$ cat src/rtl/ps2_pkg.sv
`default_nettype none
// ============================================================================
// Module   : ps2_pkg
// Brief    : PS/2 mouse command/response bytes and init-sequencer state type.
// Revision : 1.0 - initial release
// ============================================================================
package ps2_pkg;

  // Host-to-mouse command bytes
  localparam logic [7:0] CMD_RESET    = 8'hFF;
  localparam logic [7:0] CMD_SET_RATE = 8'hF3;
  localparam logic [7:0] CMD_ENABLE   = 8'hF4;

  // Mouse-to-host response bytes
  localparam logic [7:0] RSP_ACK      = 8'hFA;
  localparam logic [7:0] RSP_RESEND   = 8'hFE;
  localparam logic [7:0] RSP_ERROR    = 8'hFC;
  localparam logic [7:0] RSP_BAT_OK   = 8'hAA;
  localparam logic [7:0] RSP_MOUSE_ID = 8'h00;

  typedef enum logic [3:0] {
    SEND_RST,
    ACK_RST,
    WAIT_BAT,
    WAIT_ID,
    SEND_RATE,
    ACK_RATE,
    SEND_VAL,
    ACK_VAL,
    SEND_EN,
    ACK_EN,
    STREAM,
    FAULT
  } mouse_init_state_t;

endpackage
`default_nettype wire

$ cat src/rtl/ps2_mouse_init_sequencer_if.sv
`default_nettype none
// ============================================================================
// Module   : ps2_mouse_init_sequencer_if
// Brief    : Byte-level handshake between the init sequencer and the PS/2
//            transceiver (command out, received bytes in).
// Revision : 1.0 - initial release
// ============================================================================
interface ps2_mouse_init_sequencer_if;
  logic [7:0] rx_byte;
  logic       rx_valid;
  logic       cmd_done;
  logic [7:0] command;
  logic       command_send;

  // Sequencer side: issues commands, consumes received bytes
  modport master (
    input  rx_byte,
    input  rx_valid,
    input  cmd_done,
    output command,
    output command_send
  );

  // Transceiver side
  modport slave (
    output rx_byte,
    output rx_valid,
    output cmd_done,
    input  command,
    input  command_send
  );
endinterface
`default_nettype wire

$ cat src/rtl/ps2_packet_counter.sv
`default_nettype none
// ============================================================================
// Module   : ps2_packet_counter
// Brief    : Tracks the position of stream bytes within 3-byte mouse packets,
//            resynchronising on the always-one bit 3 of the first byte.
// Revision : 1.0 - initial release
// ============================================================================
module ps2_packet_counter (
  input  wire logic       PS2_CLK,
  input  wire logic       reset,
  input  wire logic       enable,
  input  wire logic       rx_valid,
  input  wire logic       sync_bit,
  output logic [2:0]      packet_number,
  output logic            packet_strobe
);

  // Count accepted bytes 1..3; outside STREAM the counter is held at zero
  always_ff @(posedge PS2_CLK) begin
    if (reset || !enable) begin
      packet_number <= 3'd0;
      packet_strobe <= 1'b0;
    end else begin
      packet_strobe <= 1'b0;
      if (rx_valid) begin
        if (packet_number == 3'd0 || packet_number == 3'd3) begin
          // Expecting byte 1: a clear bit 3 means we are misaligned, drop it
          if (sync_bit) begin
            packet_number <= 3'd1;
          end
        end else begin
          packet_number <= packet_number + 3'd1;
          packet_strobe <= (packet_number == 3'd2);
        end
      end
    end
  end

endmodule
`default_nettype wire

$ cat src/rtl/ps2_mouse_init_sequencer.sv
`default_nettype none
// ============================================================================
// Module   : ps2_mouse_init_sequencer
// Brief    : Brings a PS/2 mouse from power-up into stream mode (reset, BAT,
//            ID, set sample rate, enable), retrying the whole sequence on
//            protocol errors, then counts incoming packet bytes.
// Revision : 1.0 - initial release
// ============================================================================
module ps2_mouse_init_sequencer
  import ps2_pkg::*;
#(
  parameter logic [7:0] SAMPLE_RATE = 8'd100,
  parameter int         MAX_RETRIES = 3
) (
  input  wire logic                  PS2_CLK,
  input  wire logic                  reset,
  ps2_mouse_init_sequencer_if.master bus,
  output logic                       mouse_enabled,
  output logic                       init_fault,
  output logic [2:0]                 packet_number,
  output logic                       packet_strobe
);

  localparam int RETRY_W = (MAX_RETRIES > 0) ? $clog2(MAX_RETRIES + 1) : 1;
  localparam logic [RETRY_W-1:0] RETRY_LIMIT = RETRY_W'(MAX_RETRIES);

  mouse_init_state_t    state;
  logic [RETRY_W-1:0]   retry_cnt;
  logic [7:0]           command_byte;
  logic                 send_req;

  // Per-state decode: byte to send, where each state goes next
  logic [7:0]           send_value;
  mouse_init_state_t    ack_state;
  logic [7:0]           expected_rsp;
  mouse_init_state_t    advance_state;
  mouse_init_state_t    resend_state;
  logic                 is_ack;

  assign bus.command      = command_byte;
  assign bus.command_send = send_req;

  // Static tables for the command/response phases of each state
  always_comb begin
    send_value    = CMD_RESET;
    ack_state     = ACK_RST;
    expected_rsp  = RSP_ACK;
    advance_state = WAIT_BAT;
    resend_state  = SEND_RST;
    is_ack        = 1'b0;
    case (state)
      SEND_RATE: begin send_value = CMD_SET_RATE; ack_state = ACK_RATE; end
      SEND_VAL:  begin send_value = SAMPLE_RATE;  ack_state = ACK_VAL;  end
      SEND_EN:   begin send_value = CMD_ENABLE;   ack_state = ACK_EN;   end
      ACK_RST:   begin advance_state = WAIT_BAT;  resend_state = SEND_RST;  is_ack = 1'b1; end
      WAIT_BAT:  begin expected_rsp = RSP_BAT_OK;   advance_state = WAIT_ID;   end
      WAIT_ID:   begin expected_rsp = RSP_MOUSE_ID; advance_state = SEND_RATE; end
      ACK_RATE:  begin advance_state = SEND_VAL;  resend_state = SEND_RATE; is_ack = 1'b1; end
      ACK_VAL:   begin advance_state = SEND_EN;   resend_state = SEND_VAL;  is_ack = 1'b1; end
      ACK_EN:    begin advance_state = STREAM;    resend_state = SEND_EN;   is_ack = 1'b1; end
      default:   ;
    endcase
  end

  // Init sequencer FSM with registered command/status outputs
  always_ff @(posedge PS2_CLK) begin
    if (reset) begin
      state         <= SEND_RST;
      retry_cnt     <= '0;
      command_byte  <= 8'h00;
      send_req      <= 1'b0;
      mouse_enabled <= 1'b0;
      init_fault    <= 1'b0;
    end else begin
      case (state)
        SEND_RST, SEND_RATE, SEND_VAL, SEND_EN: begin
          // Completion only counts once our request is actually on the bus;
          // received bytes are ignored while transmitting
          if (send_req && bus.cmd_done) begin
            send_req <= 1'b0;
            state    <= ack_state;
          end else begin
            command_byte <= send_value;
            send_req     <= 1'b1;
          end
        end
        ACK_RST, WAIT_BAT, WAIT_ID, ACK_RATE, ACK_VAL, ACK_EN: begin
          if (bus.rx_valid) begin
            if (bus.rx_byte == expected_rsp) begin
              state <= advance_state;
              if (advance_state == STREAM) begin
                mouse_enabled <= 1'b1;
                retry_cnt     <= '0;
              end
            end else if (is_ack && bus.rx_byte == RSP_RESEND) begin
              state <= resend_state;
            end else if (retry_cnt < RETRY_LIMIT) begin
              retry_cnt <= retry_cnt + RETRY_W'(1);
              state     <= SEND_RST;
            end else begin
              state      <= FAULT;
              init_fault <= 1'b1;
            end
          end
        end
        STREAM: ;
        FAULT: begin
          send_req   <= 1'b0;
          init_fault <= 1'b1;
        end
        default: state <= SEND_RST;
      endcase
    end
  end

  ps2_packet_counter u_packet_counter (
    .PS2_CLK       (PS2_CLK),
    .reset         (reset),
    .enable        (state == STREAM),
    .rx_valid      (bus.rx_valid),
    .sync_bit      (bus.rx_byte[3]),
    .packet_number (packet_number),
    .packet_strobe (packet_strobe)
  );

endmodule
`default_nettype wire

$ cat src/flat_wrapper.sv
// flat-port wrapper written by rule: the top's interface ports become plain ports
module ps2_mouse_init_sequencer_flat import ps2_pkg::*;
#(
  parameter logic [7:0] SAMPLE_RATE = 8'd100,
  parameter int         MAX_RETRIES = 3
)
  (PS2_CLK, reset, mouse_enabled, init_fault, packet_number, packet_strobe, bus_rx_byte, bus_rx_valid, bus_cmd_done, bus_command, bus_command_send);
  ps2_mouse_init_sequencer_if bus_i ();
  input  wire logic PS2_CLK;
  input  wire logic reset;
  output logic mouse_enabled;
  output logic init_fault;
  output logic [2:0] packet_number;
  output logic packet_strobe;
  input wire logic [$bits(bus_i.rx_byte)-1:0] bus_rx_byte;
  input wire logic [$bits(bus_i.rx_valid)-1:0] bus_rx_valid;
  input wire logic [$bits(bus_i.cmd_done)-1:0] bus_cmd_done;
  output wire logic [$bits(bus_i.command)-1:0] bus_command;
  output wire logic [$bits(bus_i.command_send)-1:0] bus_command_send;
  assign bus_i.rx_byte = bus_rx_byte;
  assign bus_i.rx_valid = bus_rx_valid;
  assign bus_i.cmd_done = bus_cmd_done;
  assign bus_command = bus_i.command;
  assign bus_command_send = bus_i.command_send;
  ps2_mouse_init_sequencer #(.SAMPLE_RATE(SAMPLE_RATE), .MAX_RETRIES(MAX_RETRIES)) u_core (.PS2_CLK(PS2_CLK), .reset(reset), .bus(bus_i), .mouse_enabled(mouse_enabled), .init_fault(init_fault), .packet_number(packet_number), .packet_strobe(packet_strobe));
endmodule
$ cat config.mk
export PLATFORM = sky130hd
export DESIGN_NAME = ps2_mouse_init_sequencer_flat
export DESIGN_NICKNAME = d
export VERILOG_FILES = /design/src/rtl/ps2_pkg.sv /design/src/rtl/ps2_mouse_init_sequencer_if.sv /design/src/rtl/ps2_packet_counter.sv /design/src/rtl/ps2_mouse_init_sequencer.sv /design/src/flat_wrapper.sv
export SDC_FILE = /design/constraint.sdc
export NUM_CORES = 1
export LEC_CHECK = 0
export BUFFER_PORTS_ARGS = -buffer_cell sky130_fd_sc_hd__clkbuf_2
export CORE_MARGIN = 2
export CORE_UTILIZATION = 55
export CTS_CLUSTER_DIAMETER = 150
export CTS_CLUSTER_SIZE = 40
export DETAILED_ROUTE_END_ITERATION = 10
export PLACE_DENSITY = 0.9
export SYNTH_ARGS = -nofsm -noshare
export SYNTH_HDL_FRONTEND = slang
export SYNTH_SLANG_ARGS = --single-unit
$ cat constraint.sdc
create_clock -name PS2_CLK -period 3.8 [get_ports PS2_CLK]
set_clock_uncertainty 0.15 [all_clocks]
set_input_delay 0.38 -clock PS2_CLK [delete_from_list [all_inputs] [get_ports PS2_CLK]]
set_output_delay 0.38 -clock PS2_CLK [all_outputs]
set_load 0.03 [all_outputs]
# ---- Word level (Yosys, flattened, before mapping)
# Cells that the tools add are included.
dict set report totals {
  regBits 21
  in_bits 12
  output_inout_bits 15
  wordCells 84
}
dict set report op_classes {
  addsub 2
  n_lt_le_gt_ge 1
  eq_ne 24
  mux 25
  n_bitwise 3
  n_reduce_logical 21
}
# op n
set op_table {}
lappend op_table {{4-bit case mux with 3 select lines} 3}
lappend op_table {{8-bit case mux with 3 select lines} 1}
lappend op_table {{4-bit == test, second input constant} 5}
lappend op_table {{4-bit two-way mux} 5}
lappend op_table {{4-bit case mux with 5 select lines} 1}
lappend op_table {{4-bit by 3-bit == test with 1-bit output, second input constant} 4}
lappend op_table {{8-bit case mux with 2 select lines} 1}
lappend op_table {{2-bit != test, second input constant} 6}
lappend op_table {{5-bit AND reduction} 2}
lappend op_table {{4-bit by 2-bit == test with 1-bit output, second input constant} 2}
lappend op_table {{8-bit == test} 1}
lappend op_table {{8-bit == test, second input constant} 1}
lappend op_table {{2-bit two-way mux} 4}
lappend op_table {{4-bit OR reduction} 2}
lappend op_table {{3-bit by 2-bit == test with 1-bit output, second input constant} 2}
lappend op_table {{1-bit two-way mux} 6}
lappend op_table {{3-bit two-way mux} 2}
lappend op_table {{2-bit nonzero test} 3}
lappend op_table {{6-bit OR reduction} 1}
lappend op_table {{4-bit by 1-bit == test with 1-bit output, second input constant} 1}
lappend op_table {{4-bit zero test} 1}
lappend op_table {{2-bit by 1-bit != test with 1-bit output, second input constant} 2}
lappend op_table {{1-bit case mux with 2 select lines} 2}
lappend op_table {{2-bit AND reduction} 2}
lappend op_table {{12 further kinds} 16}

# ---- Longest topological paths before layout
dict set report logic_depth {
  word_depth 8
  depth_mapped 7
  depth_no_buf 6
}

# ---- Modules after synthesis
# From an unflattened synthesis, not the netlist that was laid out.
dict set report hier_totals {
  cells_unflattened 158
  hier_area_um2 1265.0
}
# module instances cells_each area_each_um2 seq_area_each_um2
set modules_own_cells {}
lappend modules_own_cells {ps2_mouse_init_sequencer 1 131 1019.7 280.3}
lappend modules_own_cells {ps2_packet_counter 1 27 245.2 80.1}

# ---- Worst setup path after synthesis
# OpenSTA, ideal clock, no wires.
dict set report synth_path {
  kind {flip-flop to flip-flop}
  startpoint {register u_core.state[1]}
  endpoint {register u_core.retry_cnt[0]}
  setup_ns 0.121
  t_arrival_ns 1.740
  t_required_ns 3.529
  path_slack_ns 1.788
  stages_incl_launch_ff 7
  path_buffers 1
  period_less_slack_ns 2.012
  path_cell_list {dfxtp_1 -> buf_6 -> nor3b_2 -> mux2i_1 -> o211a_1 -> o21a_1 -> mux2_4}
}
dict set report synth_via {
  elab_chain_len 6
  word_cells_on_any_way 19
  cone_classes {10 x eq/ne; 4 x mux; 5 x reduce/logical}
}
# item line
set synth_rtl {}
lappend synth_rtl {{start, declared} ps2_mouse_init_sequencer.sv:27} ;# mouse_init_state_t state;
lappend synth_rtl {{start signal, assigned} ps2_mouse_init_sequencer.sv:81} ;# state <= ack_state;
lappend synth_rtl {{start signal, assigned} ps2_mouse_init_sequencer.sv:90} ;# state <= advance_state;
lappend synth_rtl {{start signal, assigned} ps2_mouse_init_sequencer.sv:96} ;# state <= resend_state;
lappend synth_rtl {{parallel branches: the longest is 6 deep, another holds 4-bit case mux with 5 select lines} n/a}
lappend synth_rtl {{end signal, assigned} ps2_mouse_init_sequencer.sv:98} ;# retry_cnt <= retry_cnt + RETRY_W'(1);
lappend synth_rtl {{end, declared} ps2_mouse_init_sequencer.sv:28} ;# logic [RETRY_W-1:0] retry_cnt;
# Several ways; the timed one is not identified.
# A chain may end at the register's enable or synchronous reset.

# ---- Worst setup path after layout
# Ends and elaborated chain as after synthesis.

==> reports/metrics.csv <==
stage;metric;value;unit
floorplan;# rows;17;
drt;First-pass DRT Iterations;4;
timing;Max transition margin;27.2;%
layout;Final Util;63.7;%
job;Max Cap Viol;0;
layout;FILL cells;188;
layout;Multi-input gate area;787;um2
layout;Nets;187;
layout;storage element area;360;um2
timing;final setup fails;0;
power_and_ir_drop;PwrDens;317;mW/mm2
worst_setup_path;critical path capture point type;flip-flop;
layout;Post-Layout Cell Count;197;
global_route;first-pass GRT wire length;4960;um
clock_tree;CTS H-tree depth;1;
worst_setup_path;CP Launch Type;flip-flop;
layout;Ant. Diodes;0;
worst_setup_path;CP startpoint;u_core.state[1];
placement;buffers added on ports;26;
drt;routed len/inst;14.9;um
worst_setup_path;Crit Path Max Fanout;17;
power_and_ir_drop;P_sw;0.145;mW
worst_setup_path;worst reg2reg path depth;5;
clock_tree;Root Driver;clkbuf_4;
power_and_ir_drop;Clock Power Share;27.8;%
timing;RSZ-0062 raised after global routing;no;
power_and_ir_drop;Leak Pwr;0.527;nW
global_route;initial antenna violation count;0;
floorplan;Die Width;51.7;um
drt;Vias;1205;
clock_tree;worst-case clock buffer depth;2;
timing;Tmin final;2.52;ns
global_route;pin count of the biggest net entering global routing;24;
yosys;Most used DFF post-synth;dfxtp_1;
worst_hold_path;Hold Path Class;input port to flip-flop;
timing;Hold Vio Cnt, Final;0;
timing;worst-margin pin slew;1.09;ns
drt;Routed WL;2930;um
global_route;all-layer global routing usage;24.7;%
layout;area delta synth->final;10.6;%
worst_setup_path;crit path DAT;2.58;ns
clock_tree;clk_lat worst skew;0.30;ns
clock_tree;hold_buf cts;0;
layout;layout cells sized above 1;23.1;%
placement;DP Wirelength;2170;um
power_and_ir_drop;internal power;0.293;mW
power_and_ir_drop;Net Sw Frac;33.2;%
clock_tree;CTS resizes;0;
global_route;Overflow after GRT;0;
floorplan;die extent in y;51.7;um
floorplan;io pins;27;
yosys;Synth Instances;151;
worst_setup_path;category of the most critical setup path;flip-flop to flip-flop;
yosys;register area share after synthesis;28.8;%
yosys;asr flop ratio synth;0;%
worst_setup_path;WP data required;3.86;ns
drt;number of DRC markers in iteration 0;61;
placement;GP Congestion;0.885;
worst_setup_path;worst reg2reg startpoint;u_core.state[1];
drt;post-route ant nets;0;
status;status;completed;
yosys;register bit total from synthesis;18;
yosys;Syn. warnings;0;
power_and_ir_drop;peak supply drop;0.270;mV
power_and_ir_drop;Comb power frac;22.6;%
worst_setup_path;R2R setup slack;1.28;ns
worst_hold_path;worst hold start;bus_rx_valid;
yosys;number of synthesized flops with an enable pin;0;
timing;setup TNS;0;ns
floorplan;die area;0.00267;mm2
clock_tree;Clock Sinks;18;
yosys;Cell variety after synth;47;
floorplan;Core ar.;0.00217;mm2
yosys;Mapped Avg Cell Area;8.28;um2
yosys;Post-Syn Area;0.00125;mm2
clock_tree;CTS tree;done;
timing;fmax;397;MHz
global_route;vias in the first global route;1078;
timing;max-slew violations;0;
clock_tree;Reg clk slew, reported paths;0.12;ns
power_and_ir_drop;sequential share of power;49.6;%
clock_tree;post-CTS setup buffer count;0;
clock_tree;cts bufs inserted;3;
timing;period utilisation layout;66.4;%
placement;DP Cell Count;193;
worst_hold_path;hold depth;2;
drt;via/cell ratio;6.12;
yosys;syn nets;168;
drt;drt drc;0;
floorplan;Initial Util;57.6;%
## layout make-up
cell class              instances  area share (%)
well taps                      28            2.53
multi-input cells             112            56.9
repair buffers                 26            9.41
inverters                       9            2.44
flip-flops and latches         18            26.1
clock buffers                   4            2.62
## sequential cells by signal, summed over array words and instances (netlist names)
name                                   count
u_core.bus.command                         5
u_core.u_packet_counter.packet_strobe      1
u_core.state                               4
u_core.bus.command_send                    1
u_core.retry_cnt                           2
u_core.mouse_enabled                       1
u_core.u_packet_counter.packet_number      3
u_core.init_fault                          1
## critical path: stages (launching register included)
cell and delay, ns:
dfxtp_1 0.67, nor3b_2 0.37, mux2i_1 0.50, o211a_1 0.24, o21a_1 0.20, mux2_4 0.31
## cells by family (layout without fill, tap and decap cells)
group,Yosys count,in the layout,share of synthesized area [%]
mux,5,5,5.41
simple gates,58,58,27.0
compound gates,44,44,25.5
fa+ha+maj,5,5,5.01
buf+inv,21,39,8.21
flops,18,18,28.8
## power by group through the flow
stage | logic, mW | clock network [mW] | registers (mW)
final | 0.0989 | 0.122 | 0.218
after global routing | 0.108 | 0.131 | 0.220
after CTS | 0.0986 | 0.122 | 0.217
after detailed placement | 0.0985 | 0 | 0.221
after global placement | 0.0949 | 0 | 0.220
after floorplan | 0.0687 | 0 | 0.229
## metrics by stage
stage               instance area (um2)  power, mW  setup slack [ns]  hold WS, ns
finish                             1380      0.439              1.28        0.295
global route                       1380      0.459              1.09        0.294
CTS                                1380      0.438              1.32        0.296
detailed placement                 1350      0.320              1.36        0.325
global placement                   1350      0.315              1.44        0.298
floorplan                          1250      0.297              1.79        0.288
## cells in the final DEF (no fill, tap or decap), drive strengths merged, types with 2 or more instances in the layout
cell type and count:
clkbuf 30, dfxtp 18, nor2 16, a21oi 10
inv 9, o21ai 9, nor2b 7, nand2 6
nor3 5, ha 5, a211oi 5, nor4 4
mux2i 4, or3 4, a31oi 3, nor3b 3
a2111oi 2, a21o 2, or2 2, o21a 2
nand3 2, nand2b 2, a311oi 2, o311ai 2
a41oi 2
## routing by layer
metal | up-vias | wire [um] | track usage (%) | part of all wire, %
met5 | - | 0 | 0 | 0
met4 | 0 | 65 | 8.77 | 2.2
met3 | 11 | 224 | 4.89 | 7.6
met2 | 64 | 1420 | 39.3 | 48
met1 | 543 | 1220 | 33.1 | 42
li1 | 587 | - | - | -
## final timing paths
check,to
max,u_core.retry_cnt[0]
min,u_core.state[0]
max reg2reg,u_core.retry_cnt[0]
min reg2reg,u_core.u_packet_counter.packet_strobe
## Yosys cell counts, drive strengths merged (2+ instances only)
cell type | n | area share, %
or3 | 4 | 2.4
nand2 | 6 | 1.8
o21a | 2 | 1.2
a2111oi | 2 | 2.4
o21ai | 9 | 3.6
nor3 | 5 | 2.0
or2 | 2 | 1.0
nor3b | 3 | 2.6
nor2 | 16 | 4.8
nor2b | 7 | 3.5
inv | 9 | 2.7
nand3 | 2 | 0.80
ha | 5 | 5.0
mux2i | 4 | 4.2
o311ai | 2 | 1.4
a31oi | 3 | 1.5
buf | 5 | 3.3
a311oi | 2 | 1.4
a21oi | 10 | 4.0
nor4 | 4 | 2.0
a21o | 2 | 1.2
dfxtp | 18 | 29
a41oi | 2 | 2.0
nand2b | 2 | 1.0
a211oi | 5 | 3.4
clkbuf | 7 | 2.2
Note: power is estimated with default switching activity, not from simulation.
